## src/rtl/podium_sprite_ctrl_if.sv

```systemverilog
// ---------------------------------------------------------------------------
// podium_sprite_ctrl_if
// Target-position handshake between a position source and podium_sprite_ctrl.
//   tgt_x     [9:0]  requested slab centre x
//   tgt_y     [9:0]  requested slab bottom-edge y
//   tgt_valid        target offered by the master
//   tgt_ready        sprite can accept a target (high only while idle)
// ---------------------------------------------------------------------------
interface podium_sprite_ctrl_if;
  logic [9:0] tgt_x;
  logic [9:0] tgt_y;
  logic       tgt_valid;
  logic       tgt_ready;

  modport master (output tgt_x, output tgt_y, output tgt_valid, input tgt_ready);
  modport slave  (input tgt_x, input tgt_y, input tgt_valid, output tgt_ready);
endinterface

```

## src/rtl/podium_sprite_ctrl.sv

```systemverilog
// ---------------------------------------------------------------------------
// podium_sprite_ctrl
// VGA podium sprite (top slab plus NUM_LEGS legs) composited over a background
// layer. A target position is accepted over a valid/ready handshake and the
// sprite slides toward it by at most STEP px per axis per frame. The position
// only changes at the end-of-frame tick, so a frame is never drawn half-moved.
//
// Ports
//   clk, rst            pixel clock, asynchronous active-high reset
//   bright              display-area flag
//   hCount, vCount      current column / row
//   background [11:0]   colour of the layer underneath
//   tgt                 target handshake (slave side)
//   rgb [11:0]          composited pixel, one cycle latency
//   hit                 pixel belongs to the podium, aligned with rgb
//   moving              high while sliding toward a target
//
// Optional build macro: PODIUM_OUTLINE_EN -- darkens (COLOR>>1 per channel)
// podium pixels lying on the perimeter of any slab/leg rectangle.
//
// state | meaning
// IDLE  | at rest, tgt_ready high, waiting for a target
// MOVE  | stepping toward the latched target once per frame tick
// ---------------------------------------------------------------------------
module podium_sprite_ctrl #(
  parameter int          TOP_W    = 60,
  parameter int          TOP_H    = 10,
  parameter int          LEG_W    = 15,
  parameter int          LEG_H    = 40,
  parameter int          NUM_LEGS = 2,
  parameter int          STEP     = 4,
  parameter int          X_INIT   = 250,
  parameter int          Y_INIT   = 215,
  parameter int          H_ACTIVE = 640,
  parameter int          V_ACTIVE = 480,
  parameter int          H_LAST   = 799,
  parameter int          V_LAST   = 524,
  parameter logic [11:0] COLOR    = 12'h840
) (
  input  logic                       clk,
  input  logic                       rst,
  input  logic                       bright,
  input  logic [9:0]                 hCount,
  input  logic [9:0]                 vCount,
  input  logic [11:0]                background,
  podium_sprite_ctrl_if.slave        tgt,
  output logic [11:0]                rgb,
  output logic                       hit,
  output logic                       moving
);

  typedef enum logic [0:0] {IDLE, MOVE} state_t;

  localparam logic signed [10:0] TW2  = 11'(TOP_W / 2);
  localparam logic signed [10:0] TH   = 11'(TOP_H);
  localparam logic signed [10:0] LW2  = 11'(LEG_W / 2);
  localparam logic signed [10:0] LH   = 11'(LEG_H);
  localparam logic signed [10:0] STP  = 11'(STEP);
  localparam int                 LEG_DIV = (NUM_LEGS > 1) ? NUM_LEGS - 1 : 1;

  localparam logic [9:0] X_MIN = 10'(TOP_W / 2);
  localparam logic [9:0] X_MAX = 10'(H_ACTIVE - 1 - TOP_W / 2);
  localparam logic [9:0] Y_MIN = 10'(TOP_H);
  localparam logic [9:0] Y_MAX = 10'(V_ACTIVE - 1 - LEG_H);

  state_t             state_q, state_d;
  logic signed [10:0] xpos_q, xpos_d, ypos_q, ypos_d;
  logic signed [10:0] tx_q, tx_d, ty_q, ty_d;
  logic [11:0]        rgb_q, rgb_d;
  logic               hit_q, hit_d;

  logic frame_tick, xfer;

  // Leg centre offset from the slab centre.
  function automatic logic signed [10:0] leg_off(input int k);
    if (NUM_LEGS == 1) return 11'sd0;
    return 11'(LEG_W / 2 - TOP_W / 2 + k * (TOP_W - LEG_W) / LEG_DIV);
  endfunction

  function automatic logic [9:0] clamp10(input logic [9:0] val, input logic [9:0] lo,
                                         input logic [9:0] hi);
    if (val < lo) return lo;
    if (val > hi) return hi;
    return val;
  endfunction

  // One frame's movement: jump to the target when within STEP, else STEP toward it.
  function automatic logic signed [10:0] step_to(input logic signed [10:0] p,
                                                 input logic signed [10:0] t);
    logic signed [10:0] d;
    d = t - p;
    if (d > STP)  return p + STP;
    if (d < -STP) return p - STP;
    return t;
  endfunction

  assign frame_tick    = (hCount == 10'(H_LAST)) && (vCount == 10'(V_LAST));
  assign tgt.tgt_ready = (state_q == IDLE);
  assign xfer          = tgt.tgt_valid && tgt.tgt_ready;
  assign moving        = (state_q == MOVE);
  assign rgb           = rgb_q;
  assign hit           = hit_q;

  // Transfers only happen in IDLE, so a transfer coinciding with the frame tick
  // naturally takes no step that tick.
  always_comb begin
    state_d = state_q;
    xpos_d  = xpos_q;
    ypos_d  = ypos_q;
    tx_d    = tx_q;
    ty_d    = ty_q;
    case (state_q)
      IDLE: begin
        if (xfer) begin
          tx_d    = $signed({1'b0, clamp10(tgt.tgt_x, X_MIN, X_MAX)});
          ty_d    = $signed({1'b0, clamp10(tgt.tgt_y, Y_MIN, Y_MAX)});
          state_d = MOVE;
        end
      end
      MOVE: begin
        if (frame_tick) begin
          xpos_d = step_to(xpos_q, tx_q);
          ypos_d = step_to(ypos_q, ty_q);
          if (xpos_d == tx_q && ypos_d == ty_q) state_d = IDLE;
        end
      end
      default: state_d = IDLE;
    endcase
  end

  // Pixel classification in signed 11-bit so bounds near the screen edge
  // go negative instead of wrapping to large unsigned values.
  always_comb begin
    logic signed [10:0] h_s, v_s, cx;
    logic               in_pod;
    logic               on_edge;
    h_s     = $signed({1'b0, hCount});
    v_s     = $signed({1'b0, vCount});
    in_pod  = 1'b0;
    on_edge = 1'b0;
    cx      = '0;

    if (v_s >= ypos_q - TH && v_s <= ypos_q &&
        h_s >= xpos_q - TW2 && h_s <= xpos_q + TW2) begin
      in_pod = 1'b1;
      if (v_s == ypos_q - TH || v_s == ypos_q ||
          h_s == xpos_q - TW2 || h_s == xpos_q + TW2) on_edge = 1'b1;
    end

    for (int k = 0; k < NUM_LEGS; k++) begin
      cx = xpos_q + leg_off(k);
      if (v_s > ypos_q && v_s <= ypos_q + LH &&
          h_s >= cx - LW2 && h_s <= cx + LW2) begin
        in_pod = 1'b1;
        if (v_s == ypos_q + 11'sd1 || v_s == ypos_q + LH ||
            h_s == cx - LW2 || h_s == cx + LW2) on_edge = 1'b1;
      end
    end

    rgb_d = background;
    hit_d = 1'b0;
    if (!bright) begin
      rgb_d = '0;
    end else if (in_pod) begin
      hit_d = 1'b1;
`ifdef PODIUM_OUTLINE_EN
      rgb_d = on_edge ? {1'b0, COLOR[11:9], 1'b0, COLOR[7:5], 1'b0, COLOR[3:1]} : COLOR;
`else
      rgb_d = COLOR;
`endif
    end
  end

  always_ff @(posedge clk or posedge rst) begin
    if (rst) begin
      state_q <= IDLE;
      xpos_q  <= 11'(X_INIT);
      ypos_q  <= 11'(Y_INIT);
      tx_q    <= 11'(X_INIT);
      ty_q    <= 11'(Y_INIT);
      rgb_q   <= '0;
      hit_q   <= 1'b0;
    end else begin
      state_q <= state_d;
      xpos_q  <= xpos_d;
      ypos_q  <= ypos_d;
      tx_q    <= tx_d;
      ty_q    <= ty_d;
      rgb_q   <= rgb_d;
      hit_q   <= hit_d;
    end
  end

endmodule

```

## src/flat_wrapper.sv

```systemverilog
// flat-port wrapper written by rule: the top's interface ports become plain ports
module podium_sprite_ctrl_flat 
#(
  parameter int          TOP_W    = 60,
  parameter int          TOP_H    = 10,
  parameter int          LEG_W    = 15,
  parameter int          LEG_H    = 40,
  parameter int          NUM_LEGS = 2,
  parameter int          STEP     = 4,
  parameter int          X_INIT   = 250,
  parameter int          Y_INIT   = 215,
  parameter int          H_ACTIVE = 640,
  parameter int          V_ACTIVE = 480,
  parameter int          H_LAST   = 799,
  parameter int          V_LAST   = 524,
  parameter logic [11:0] COLOR    = 12'h840
)
  (clk, rst, bright, hCount, vCount, background, rgb, hit, moving, tgt_tgt_x, tgt_tgt_y, tgt_tgt_valid, tgt_tgt_ready);
  podium_sprite_ctrl_if tgt_i ();
  input  logic clk;
  input  logic rst;
  input  logic bright;
  input  logic [9:0] hCount;
  input  logic [9:0] vCount;
  input  logic [11:0] background;
  output logic [11:0] rgb;
  output logic hit;
  output logic moving;
  input wire logic [$bits(tgt_i.tgt_x)-1:0] tgt_tgt_x;
  input wire logic [$bits(tgt_i.tgt_y)-1:0] tgt_tgt_y;
  input wire logic [$bits(tgt_i.tgt_valid)-1:0] tgt_tgt_valid;
  output wire logic [$bits(tgt_i.tgt_ready)-1:0] tgt_tgt_ready;
  assign tgt_i.tgt_x = tgt_tgt_x;
  assign tgt_i.tgt_y = tgt_tgt_y;
  assign tgt_i.tgt_valid = tgt_tgt_valid;
  assign tgt_tgt_ready = tgt_i.tgt_ready;
  podium_sprite_ctrl #(.TOP_W(TOP_W), .TOP_H(TOP_H), .LEG_W(LEG_W), .LEG_H(LEG_H), .NUM_LEGS(NUM_LEGS), .STEP(STEP), .X_INIT(X_INIT), .Y_INIT(Y_INIT), .H_ACTIVE(H_ACTIVE), .V_ACTIVE(V_ACTIVE), .H_LAST(H_LAST), .V_LAST(V_LAST), .COLOR(COLOR)) u_core (.clk(clk), .rst(rst), .bright(bright), .hCount(hCount), .vCount(vCount), .background(background), .tgt(tgt_i), .rgb(rgb), .hit(hit), .moving(moving));
endmodule
```

## config.mk

```make
export PLATFORM = sky130hd
export DESIGN_NAME = podium_sprite_ctrl_flat
export DESIGN_NICKNAME = d
export VERILOG_FILES = /design/src/rtl/podium_sprite_ctrl_if.sv /design/src/rtl/podium_sprite_ctrl.sv /design/src/flat_wrapper.sv
export SDC_FILE = /design/constraint.sdc
export NUM_CORES = 1
export LEC_CHECK = 0
export ABC_AREA = 1
export BUFFER_PORTS_ARGS = -buffer_cell sky130_fd_sc_hd__buf_2
export CAP_MARGIN = 5
export CORE_MARGIN = 4
export CORE_UTILIZATION = 57
export CTS_CLUSTER_SIZE = 12
export DETAILED_ROUTE_END_ITERATION = 10
export PLACE_DENSITY = 0.77
export SYNTH_ARGS = -nofsm -noshare
export SYNTH_HDL_FRONTEND = slang
export SYNTH_SLANG_ARGS = --single-unit
```

## constraint.sdc

```tcl
create_clock -name clk -period 3.2 [get_ports clk]
set_clock_uncertainty 0.2 [all_clocks]
set_input_delay 0.64 -clock clk [delete_from_list [all_inputs] [get_ports clk]]
set_output_delay 0.64 -clock clk [all_outputs]
set_load 0.05 [all_outputs]
```

==> impl_metrics.env, run 1 <==
export IMPL_path_clk_slew_ns=0.08
export IMPL_finalHoldViolCount=0
export IMPL_max_stage_delay_ns=0.63
export IMPL_fp_dieH_um=131.3
export IMPL_cts_root_buf="clkbuf_16"
export IMPL_syn_inst=1297
export IMPL_mostFrequentLayoutCells="nand2_1 (300), buf_4 (183), inv_1 (154), ha_1 (110), nand3_1 (103)"
export IMPL_ctsHoldBuffers=0
export IMPL_route_detailed_drc=0
export IMPL_slowest_stage="dfstp_2"
export IMPL_path_cells="inv_4 -> buf_12 -> ha_1 -> a21oi_2 -> buf_4 -> xor2_1 -> ha_1 -> a21oi_2 -> nor2_1 -> a211oi_2 -> o21ai_1 -> nand2_1 -> a21boi_0 -> o2bb2ai_1 -> nand2_1 -> nor2_1 -> nand3_2 -> nand3_4 -> buf_6 -> nor3_4"
export IMPL_grt_pass1_wl_um=43810
export IMPL_status="complete, but fails checks"
export IMPL_cts_sinks=56
export IMPL_drive_above_1_share=0.2943
export IMPL_avgSynthCellArea_um2=6.679
export IMPL_whs_ns=0.2237
export IMPL_diodes=0
export IMPL_cts_max_path_buffers=2
export IMPL_grt_max_degree=33
export IMPL_yosys_warnings=0
export IMPL_fmax_ghz=0.2756
export IMPL_final_setup_worst_slack_ns=-0.4279
export IMPL_initial_core_util=0.5894
export IMPL_r2r_slack_ns=-0.43
export IMPL_total_power_w=0.003816
export IMPL_violations="negative setup slack"
export IMPL_synth_cell_types=57
export IMPL_cts_max_level=2
export IMPL_worstMarginPinSlew_ns=0.6589
export IMPL_grt_pass1_vias=9006
export IMPL_clkLatencyLatePin_ns=0.30
export IMPL_gp_routability_congestion=0.9640
export IMPL_postPlaceCellArea_mm2=0.01056
export IMPL_grt_overflow_total=0
export IMPL_vias=9692
export IMPL_initialDrtViolationCount=808
export IMPL_critPathMaxFanout=8
export IMPL_min_path_type="input port to async pin"
export IMPL_critical_path_arrival_ns=3.60
export IMPL_synth_ff_type="dfrtp_1"
export IMPL_synthArstFlopShare=1.000
export IMPL_r2r_start="u_core.xpos_q[3]"
export IMPL_final_cell_area_mm2=0.01136
export IMPL_reg2reg_to="u_core.rgb[8]"
export IMPL_r2r_cells=20
export IMPL_vdd_drop_max_mv=0.3537
export IMPL_viasPerCell=5.602
export IMPL_dieArea_mm2=0.01724
export IMPL_ios=71
export IMPL_netlist_area_mm2=0.008663
export IMPL_slew_violations=0
export IMPL_maxCapViolations=0
export IMPL_place_hpwl_um=21620
export IMPL_setup_violations=14
export IMPL_grt_usage=0.3019
export IMPL_crit_path_start_kind="register"
export IMPL_final_util=0.7730
export IMPL_power_density_mw_per_mm2=335.9
export IMPL_drtPass1Iterations=5
export IMPL_rsz0062_at_grt="yes"
export IMPL_slew_headroom=0.5601
export IMPL_fin_crit_sh=1.134
export IMPL_synth_seq_area_share=0.1652
export IMPL_cp_data_required_time_ns=3.17
export IMPL_synth_seq_cells=56
export IMPL_cts_tree="done"
export IMPL_synth_edf_count=0
export IMPL_cts_buffers=5
export IMPL_core_mm2=0.01470
export IMPL_nets=1725
export IMPL_syn2layout_area_growth_pct=31.15
export IMPL_ant_nets=0
export IMPL_leakage_nw=5.943
export IMPL_min_period_ns=3.628
export IMPL_port_buffers=70
export IMPL_crit_path_end_kind="register"
export IMPL_die_w_um=131.3
export IMPL_route_final_wire_length_um=27240
export IMPL_rows=44
export IMPL_final_common_cell="nand2_1"
export IMPL_antenna_found_initial=0
export IMPL_wl_per_cell_um=15.75
export IMPL_crit_type="register to register"
export IMPL_synth_fp_nets=1477
logic make-up after synthesis:
group,after synthesis,share of synthesized area
xor+xnor,91,0.09937
buf+inv,208,0.09994
compound gates,163,0.1060
flops,56,0.1652
simple gates,655,0.3486
fa+ha+maj,124,0.1808
layer usage:
metal,up-vias,GRT usage,share of wire
met5,-,0,0
met4,0,0.07468,0.019
met3,55,0.04128,0.079
met2,427,0.5060,0.47
met1,4433,0.4140,0.44
li1,4777,-,-
critical path: cells and delay by family (launching register included):
family	cells	cell delay (ns)
compound gates	6	0.88
simple gates	7	0.65
flops	1	0.63
buf+inv	4	0.53
fa+ha+maj	2	0.46
xor+xnor	1	0.14
sequential cells by signal (all words and copies together), names as in the netlist:
signal / cells
u_core.hit: 1
u_core.moving: 1
u_core.rgb: 12
u_core.tx_q: 10
u_core.ty_q: 10
u_core.xpos_q: 11
u_core.ypos_q: 11
Yosys cell counts (2+ instances only):
| cell type | n | area share |
|---|---|---|
| inv_2 | 7 | 0.0030 |
| fa_1 | 2 | 0.0046 |
| buf_2 | 5 | 0.0029 |
| o21a_1 | 3 | 0.0026 |
| ha_1 | 122 | 0.18 |
| buf_6 | 5 | 0.0065 |
| clkinv_1 | 3 | 0.0013 |
| xor2_2 | 6 | 0.011 |
| nand3_1 | 116 | 0.067 |
| nor3_1 | 15 | 0.0087 |
| inv_4 | 3 | 0.0022 |
| dfrtp_1 | 32 | 0.092 |
| a21oi_1 | 50 | 0.029 |
| o21ai_1 | 2 | 0.0012 |
| nand3b_1 | 12 | 0.010 |
| o221ai_1 | 3 | 0.0030 |
| buf_4 | 6 | 0.0052 |
| nand2_1 | 315 | 0.14 |
| a211oi_1 | 6 | 0.0052 |
| nand2_4 | 4 | 0.0052 |
| xor2_1 | 69 | 0.070 |
| nand4_1 | 31 | 0.022 |
| nor2_2 | 4 | 0.0029 |
| a22oi_1 | 4 | 0.0035 |
| a21oi_2 | 2 | 0.0020 |
| nor4_1 | 9 | 0.0065 |
| clkbuf_1 | 9 | 0.0039 |
| o31ai_1 | 5 | 0.0043 |
| o21bai_1 | 2 | 0.0017 |
| nand2_2 | 17 | 0.012 |
| and2_1 | 2 | 0.0014 |
| nand3_2 | 5 | 0.0058 |
| a21boi_0 | 3 | 0.0026 |
| nor2_1 | 104 | 0.045 |
| nor3_2 | 13 | 0.015 |
| inv_1 | 169 | 0.073 |
| xnor2_1 | 15 | 0.015 |
| dfstp_2 | 24 | 0.073 |
| o21ai_0 | 75 | 0.043 |
where the power goes:
group | switching, W | internal [W] | leakage [nW] | total [W]
clock | 0.000268 | 0.000314 | 0.0772 | 0.000582
combinational | 0.00135 | 0.000935 | 5.22 | 0.00229
sequential | 0.000107 | 0.000841 | 0.643 | 0.000948
total | 0.00173 | 0.00209 | 5.94 | 0.00382
through the flow:
step / instances / setup WS (ns) / setup TNS, ns
after detailed placement: 1708 / -0.4830 / -6.124
after floorplan: 1297 / -0.09186 / -1.010
after global routing: 1730 / -0.6072 / -7.533
final: 1730 / -0.4279 / -5.281
after CTS: 1725 / -0.3469 / -4.286
after global placement: 1708 / -0.3943 / -5.166
how the worst max path moves through the flow:
stage | from | end | slack, ns | cells after the start
floorplan | u_core.xpos_q[1] | u_core.rgb[0] | -0.09 | 20
global placement | u_core.xpos_q[1] | u_core.rgb[5] | -0.39 | 21
detailed placement | u_core.xpos_q[1] | u_core.rgb[9] | -0.48 | 21
CTS | u_core.xpos_q[1] | u_core.rgb[0] | -0.35 | 21
global route | u_core.xpos_q[1] | u_core.rgb[8] | -0.61 | 25
finish | u_core.xpos_q[3] | u_core.rgb[8] | -0.43 | 20
cell type report:
cell class / instances / area (um2)
Clock inverter: 2 / 13.76
Clock buffer: 6 / 138.9
Multi-Input combinational cell: 1033 / 6917
Tap cell: 184 / 230.2
Inverter: 182 / 703.2
Timing Repair Buffer: 267 / 1926
Sequential cell: 56 / 1434
Fill cell: 1108 / 3337
timing repair:
action / CTS / global route
gates resized for setup: 55 / 80
setup endpoints to repair: 15 / 33
cloned: 0 / 0
setup buffers: 9 / 5
pin swaps: 38 / 48
Note: power is estimated with default switching activity, not from simulation.
==> run 2: changes to the inputs <==
--- a/config.mk
+++ b/config.mk
@@ -5,7 +5,7 @@
 export SDC_FILE = /design/constraint.sdc
 export NUM_CORES = 1
 export LEC_CHECK = 0
-export ABC_AREA = 1
+export ABC_AREA = 0
 export BUFFER_PORTS_ARGS = -buffer_cell sky130_fd_sc_hd__buf_2
 export CAP_MARGIN = 5
 export CORE_MARGIN = 4
==> run 2 against run 1 <==
Compared with the run above: the run still ends with negative setup slack left; synthesized cell count shrank 19%; area after synthesis shrank 3.3%; largest power group unchanged; sequential share of layout area shrank 1.2 points; non-clock buffer count grew 124; fmax shrank 16%; via count grew 5.6%; first-iteration DRC count grew 29%; critical path type unchanged; critical path depth shrank 6; cell count shrank 7.3%; highest routed layer unchanged; global-route usage grew 6.2 points.
==> impl_metrics.env, run 2 <==
export IMPL_status="complete, but fails checks"
export IMPL_violations="negative setup slack"
export IMPL_cts_max_level=2
export IMPL_drive_above_1_share=0.4045
export IMPL_synth_cell_types=89
export IMPL_power_density_mw_per_mm2=225.7
export IMPL_synth_seq_area_share=0.1709
export IMPL_min_period_ns=4.332
export IMPL_synth_ff_type="dfrtp_1"
export IMPL_yosys_area_top_type="ha_1"
export IMPL_slew_violations=0
export IMPL_synth_fp_nets=1237
export IMPL_place_hpwl_um=22770
export IMPL_mostFrequentLayoutCells="buf_4 (288), ha_1 (108), nand2_1 (99), xnor2_1 (78), nor2_1 (71)"
export IMPL_crit_path_end_kind="register"
export IMPL_intPower_w=0.001740
export IMPL_cts_tree="done"
export IMPL_grt_pass1_vias=9959
export IMPL_yosys_area_top_type_share=0.1823
export IMPL_netlist_area_mm2=0.008374
export IMPL_critPathMaxFanout=4
export IMPL_regArea_mm2=0.001431
export IMPL_fp_dieH_um=129.2
export IMPL_fin_crit_sh=1.354
export IMPL_critical_path_arrival_ns=4.30
export IMPL_nFillCells=761
export IMPL_grt_max_degree=57
export IMPL_antenna_found_initial=0
export IMPL_route_final_wire_length_um=32640
export IMPL_leakage_nw=5.633
export IMPL_path_clk_slew_ns=0.08
export IMPL_multi_input_area_mm2=0.007600
export IMPL_initialDrtViolationCount=1040
export IMPL_ant_nets=0
export IMPL_yosysMostFrequentCell="ha_1"
export IMPL_finalHoldViolCount=0
export IMPL_seq_power_share=0.281
export IMPL_synth_edf_count=0
export IMPL_synth_seq_cells=56
export IMPL_fmax_ghz=0.2309
export IMPL_crit_path_start_kind="register"
export IMPL_ios=71
export IMPL_diodes=0
export IMPL_wl_per_cell_um=20.36
export IMPL_nets=1598
export IMPL_gp_routability_congestion=0.9711
export IMPL_route_detailed_drc=0
export IMPL_largest_reg_flops=12
export IMPL_final_setup_worst_slack_ns=-1.132
export IMPL_grt_pass1_wl_um=48850
export IMPL_comb_power_share=0.510
export IMPL_syn2layout_area_growth_pct=50.05
export IMPL_clkLatencyLatePin_ns=0.31
export IMPL_power_switching_w=0.001096
export IMPL_slew_headroom=0.4973
export IMPL_vdd_drop_max_mv=0.3141
export IMPL_core_mm2=0.01448
export IMPL_vias=10230
export IMPL_avgSynthCellArea_um2=7.923
export IMPL_grt_overflow_total=0
export IMPL_ctsHoldBuffers=0
export IMPL_grt_usage=0.3639
export IMPL_maxCapViolations=0
export IMPL_cts_root_buf="clkbuf_16"
export IMPL_total_power_w=0.002836
export IMPL_cts_buffers=5
export IMPL_yosys_warnings=0
export IMPL_synth_top_cells_by_area="ha_1 (18%), dfrtp_1 (9.6%), xnor2_1 (9.2%)"
export IMPL_worstMarginPinSlew_ns=0.7541
export IMPL_final_common_cell="buf_4"
export IMPL_rsz0062_at_grt="yes"
export IMPL_fin_setup_tns_ns=-20.43
export IMPL_power_frac_clock=0.209
export IMPL_port_buffers=70
export IMPL_r2r_cells=14
export IMPL_die_w_um=129.2
export IMPL_setup_violations=36
export IMPL_cts_max_path_buffers=2
export IMPL_p_sw_frac=0.3864
export IMPL_dieArea_mm2=0.01670
export IMPL_synth_top_cells_by_count="ha_1 (122), nand2_1 (110), xnor2_1 (88), nor2_1 (77), o21ai_0 (61)"
export IMPL_crit_type="register to register"
export IMPL_initial_core_util=0.5784
export IMPL_syn_inst=1057
export IMPL_drtPass1Iterations=6
export IMPL_rows=44
export IMPL_cp_data_required_time_ns=3.17
export IMPL_cts_sinks=56
export IMPL_min_path_type="input port to async pin"
export IMPL_synthArstFlopShare=1.000
export IMPL_viasPerCell=6.384
-- run 2: cell types whose count changed after synthesis, sizes merged, moves of 21 or more --
cell    before  now
clkbuf       9   32
inv        179   48
nand2      336  110
nand2b       0   21
nand3      122   29
nor2       108   77
xnor2       15   88
xor2        76   28
-- run 2: power groups by stage --
stage | Sequential, W | Combinational [W] | Clock (W)
floorplan | 0.000842 | 0.000653 | 0
global placement | 0.000805 | 0.00117 | 0
detailed placement | 0.000807 | 0.00121 | 0
CTS | 0.000796 | 0.00133 | 0.000598
global route | 0.000803 | 0.00154 | 0.000624
finish | 0.000798 | 0.00145 | 0.000592
-- run 2: metal layers --
| layer | vias up | track usage | share of wire |
|---|---|---|---|
| met1 | 4822 | 0.4519 | 0.39 |
| met5 | - | 0 | 0 |
| li1 | 4627 | - | - |
| met2 | 609 | 0.6146 | 0.47 |
| met4 | 0 | 0.1557 | 0.053 |
| met3 | 176 | 0.07296 | 0.092 |
-- run 2: final cells by class --
| cell class | instances | area share |
|---|---|---|
| Multi-Input combinational cell | 915 | 0.6048 |
| Timing Repair Buffer | 391 | 0.2352 |
| Sequential cell | 56 | 0.1139 |
| Tap cell | 184 | 0.01832 |
| Inverter | 49 | 0.01583 |
| Clock buffer | 5 | 0.009957 |
| Clock inverter | 3 | 0.001991 |
-- run 2: per-stage QoR --
step,cell area [um2],cells,hold slack [ns],utilization,setup slack [ns]
floorplan,8812,1057,0.2593,-,-0.7781
global placement,11220,1545,0.3396,0.7750,-0.6904
detailed placement,11220,1545,0.3440,0.7750,-0.8337
CTS,12140,1590,0.3501,0.8384,-0.7268
global route,12570,1603,0.3747,0.8679,-1.242
finish,12570,1603,0.3412,0.8679,-1.132
-- run 2: kinds of logic (layout without fill, tap and decap cells) --
group | Yosys count | after routing | synth area share
AOI/OAI and AO/OA | 292 | 292 | 0.2491
DFF | 56 | 56 | 0.1709
xor gates and xnor gates | 116 | 116 | 0.1213
buffers and inverters | 86 | 448 | 0.03914
adders and majority gates | 124 | 124 | 0.1871
muxes | 7 | 7 | 0.008815
and+or+nand+nor | 376 | 376 | 0.2237
-- run 2: timing repair --
item,CTS,global route
pin swaps,40,45
endpoints found under the hold margin,0,0
setup endpoints to repair,36,36
cloned,2,0
resized for setup,106,61
buffers inserted,37,15
-- run 2: worst paths after layout --
check                                 start               end  slack, ns
setup / recovery           u_core.ypos_q[0]     u_core.moving      -1.13
hold / removal                          rst        u_core.hit       0.34
setup reg to reg           u_core.ypos_q[0]     u_core.moving      -1.13
hold reg to reg              u_core.tx_q[1]    u_core.tx_q[1]       0.37
max in group asynchronous               rst  u_core.ypos_q[3]       1.97
min in group clk             background[11]    u_core.rgb[11]       0.35
-- run 2: worst max-delay path, cell delays in order, from the launching register on --
cell and delay (ns):
dfstp_2 0.55, ha_4 0.13, inv_2 0.03, fa_2 0.37, a211oi_4 0.31, o21a_1 0.23, xnor2_2 0.10, a2111o_1 0.45
or3_4 0.42, buf_6 0.14, o221a_4 0.25, o21ai_0 0.32, o31ai_2 0.15, a2111oi_1 0.36, a21oi_1 0.18
==> run 3: changes to the inputs <==
--- a/config.mk
+++ b/config.mk
@@ -13,6 +13,7 @@
 export CTS_CLUSTER_SIZE = 12
 export DETAILED_ROUTE_END_ITERATION = 10
 export PLACE_DENSITY = 0.77
+export REMOVE_ABC_BUFFERS = 1
 export SYNTH_ARGS = -nofsm -noshare
 export SYNTH_HDL_FRONTEND = slang
 export SYNTH_SLANG_ARGS = --single-unit
==> run 3 against run 2 <==
Compared with the run above: the flow still finishes with violations (negative setup slack); count of clock-buffer cells in the layout stayed put; clock power increased by 3%; first-iteration DRC count is 21% higher; global-route usage up 1.3 points; sequential share of layout area is 0.067 points higher; fmax rose by 2.6%; routed wire length is 5.2% higher; critical endpoint unchanged; highest routed layer unchanged.
==> impl_metrics.env, run 3 (synthesis results as in run 2) <==
export IMPL_critical_path_arrival_ns=4.20
export IMPL_cts_max_level=2
export IMPL_fp_dieH_um=129.2
export IMPL_gp_routability_congestion=0.9799
export IMPL_met1_usage=0.4842
export IMPL_ant_nets=0
export IMPL_grt_overflow_total=0
export IMPL_route_detailed_drc=0
export IMPL_clkLatencyLatePin_ns=0.32
export IMPL_vias=10400
export IMPL_core_mm2=0.01448
export IMPL_slew_violations=0
export IMPL_place_hpwl_um=23640
export IMPL_cts_root_buf="clkbuf_16"
export IMPL_nFillCells=790
export IMPL_grt_pass1_wl_um=50400
export IMPL_crit_path_end_kind="register"
export IMPL_worstMarginPinSlew_ns=0.6507
export IMPL_dp_cells=1543
export IMPL_largest_reg_flops=12
export IMPL_whs_ns=0.1066
export IMPL_port_buffers=70
export IMPL_maxCapViolations=0
export IMPL_cts_tree="done"
export IMPL_slew_headroom=0.5626
export IMPL_violations="negative setup slack"
export IMPL_final_util=0.8636
export IMPL_dieArea_mm2=0.01670
export IMPL_ctsHoldBuffers=0
export IMPL_fmax_ghz=0.2368
export IMPL_critPathMaxFanout=4
export IMPL_path_clk_slew_ns=0.09
export IMPL_rows=44
export IMPL_route_final_wire_length_um=34330
export IMPL_setup_violations=36
export IMPL_cts_max_path_buffers=2
export IMPL_status="complete, but fails checks"
export IMPL_crit_path_start_kind="register"
export IMPL_total_power_w=0.002930
export IMPL_final_common_cell="buf_4"
export IMPL_nets=1599
export IMPL_met3_usage=0.05936
export IMPL_antenna_found_initial=0
export IMPL_grt_pass1_vias=10030
export IMPL_drive_above_1_share=0.4028
export IMPL_crit_type="register to register"
export IMPL_grt_usage=0.3769
export IMPL_vdd_drop_max_mv=0.4870
export IMPL_grt_max_degree=26
export IMPL_busiest_layer="met2"
export IMPL_ios=71
export IMPL_finalHoldViolCount=0
export IMPL_power_density_mw_per_mm2=234.4
export IMPL_met2_usage=0.6445
export IMPL_min_path_type="input port to async pin"
export IMPL_rsz0062_at_grt="yes"
export IMPL_post_place_ws_ns=-0.9871
export IMPL_drtPass1Iterations=6
export IMPL_cts_sinks=56
export IMPL_leakage_nw=5.611
export IMPL_die_w_um=129.2
export IMPL_viasPerCell=6.484
export IMPL_diodes=0
export IMPL_final_setup_worst_slack_ns=-1.023
export IMPL_cts_buffers=5
export IMPL_cp_data_required_time_ns=3.18
export IMPL_initialDrtViolationCount=1254
export IMPL_syn2layout_area_growth_pct=49.30
export IMPL_finalNonFillerCells=1604
export IMPL_fin_crit_sh=1.320
export IMPL_min_period_ns=4.223
export IMPL_wl_per_cell_um=21.40
export IMPL_initial_core_util=0.5784
export IMPL_mostFrequentLayoutCells="buf_4 (284), ha_1 (113), nand2_1 (103), xnor2_1 (82), nor2_1 (74)"
==> run 3: power by group <==
part | total (W) | internal [W] | leakage, nW | switching (W)
Sequential | 0.000798 | 0.000762 | 0.638 | 0.0000351
Clock | 0.000610 | 0.000303 | 0.0772 | 0.000308
Combinational | 0.00152 | 0.000720 | 4.90 | 0.000802
==> run 3: layout make-up <==
class                   count  area [um2]  share of cell area
repair buffers            392        2955              0.2364
multi-input cells         915        7540              0.6030
inverters                  49       186.4             0.01491
clock buffers               5       125.1             0.01001
flip-flops and latches     56        1433              0.1146
well taps                 184       230.2             0.01841
clock inverters             3       33.78            0.002702
==> run 3: worst paths after layout <==
path / from / endpoint / slack (ns) / cells after the start
min in group clk: tgt_tgt_x[7] / u_core.tx_q[7] / 0.35 / 3
worst min register to register: u_core.ty_q[0] / u_core.ypos_q[0] / 0.41 / 3
worst max-delay path: u_core.xpos_q[0] / u_core.moving / -1.02 / 17
worst max register to register: u_core.xpos_q[0] / u_core.moving / -1.02 / 17
worst min-delay path: rst / u_core.rgb[11] / 0.11 / 2
max in group asynchronous: rst / u_core.ypos_q[6] / 2.00 / 3
==> run 3: what timing repair did <==
item                                    4_1_cts  5_1_grt
endpoints found under the hold margin         0        0
buffers inserted                             30       30
gates cloned                                  2        0
pin swaps                                    58       61
endpoints found under the setup margin       36       36
gates resized for setup                     146      100
==> run 3: worst max-delay path: stages, from the launching register on <==
cell       delay, ns
dfrtp_1         0.40
buf_6           0.12
ha_4            0.13
inv_2           0.03
fa_2            0.36
a211oi_4        0.27
o211ai_1        0.18
buf_4           0.19
a2111oi_4       0.47
nor3_4          0.13
buf_6           0.15
a41o_1          0.26
o221ai_2        0.24
buf_4           0.17
a211oi_1        0.08
a2111o_1        0.39
a2111oi_4       0.20
a21oi_1         0.12
==> run 3: per-stage QoR <==
stage	cell area [um2]	TNS (ns)
2_1_floorplan	8230	-31.51
3_3_place_gp	10850	-16.75
3_5_place_dp	10850	-22.37
4_1_cts	11890	-15.62
5_1_grt	12500	-27.71
6_report	12500	-23.30
==> run 3: metal layers <==
metal | vias up | wire (um)
met5 | - | 0
li1 | 4607 | -
met1 | 4843 | 12880
met4 | 0 | 1958
met2 | 732 | 15800
met3 | 219 | 3693
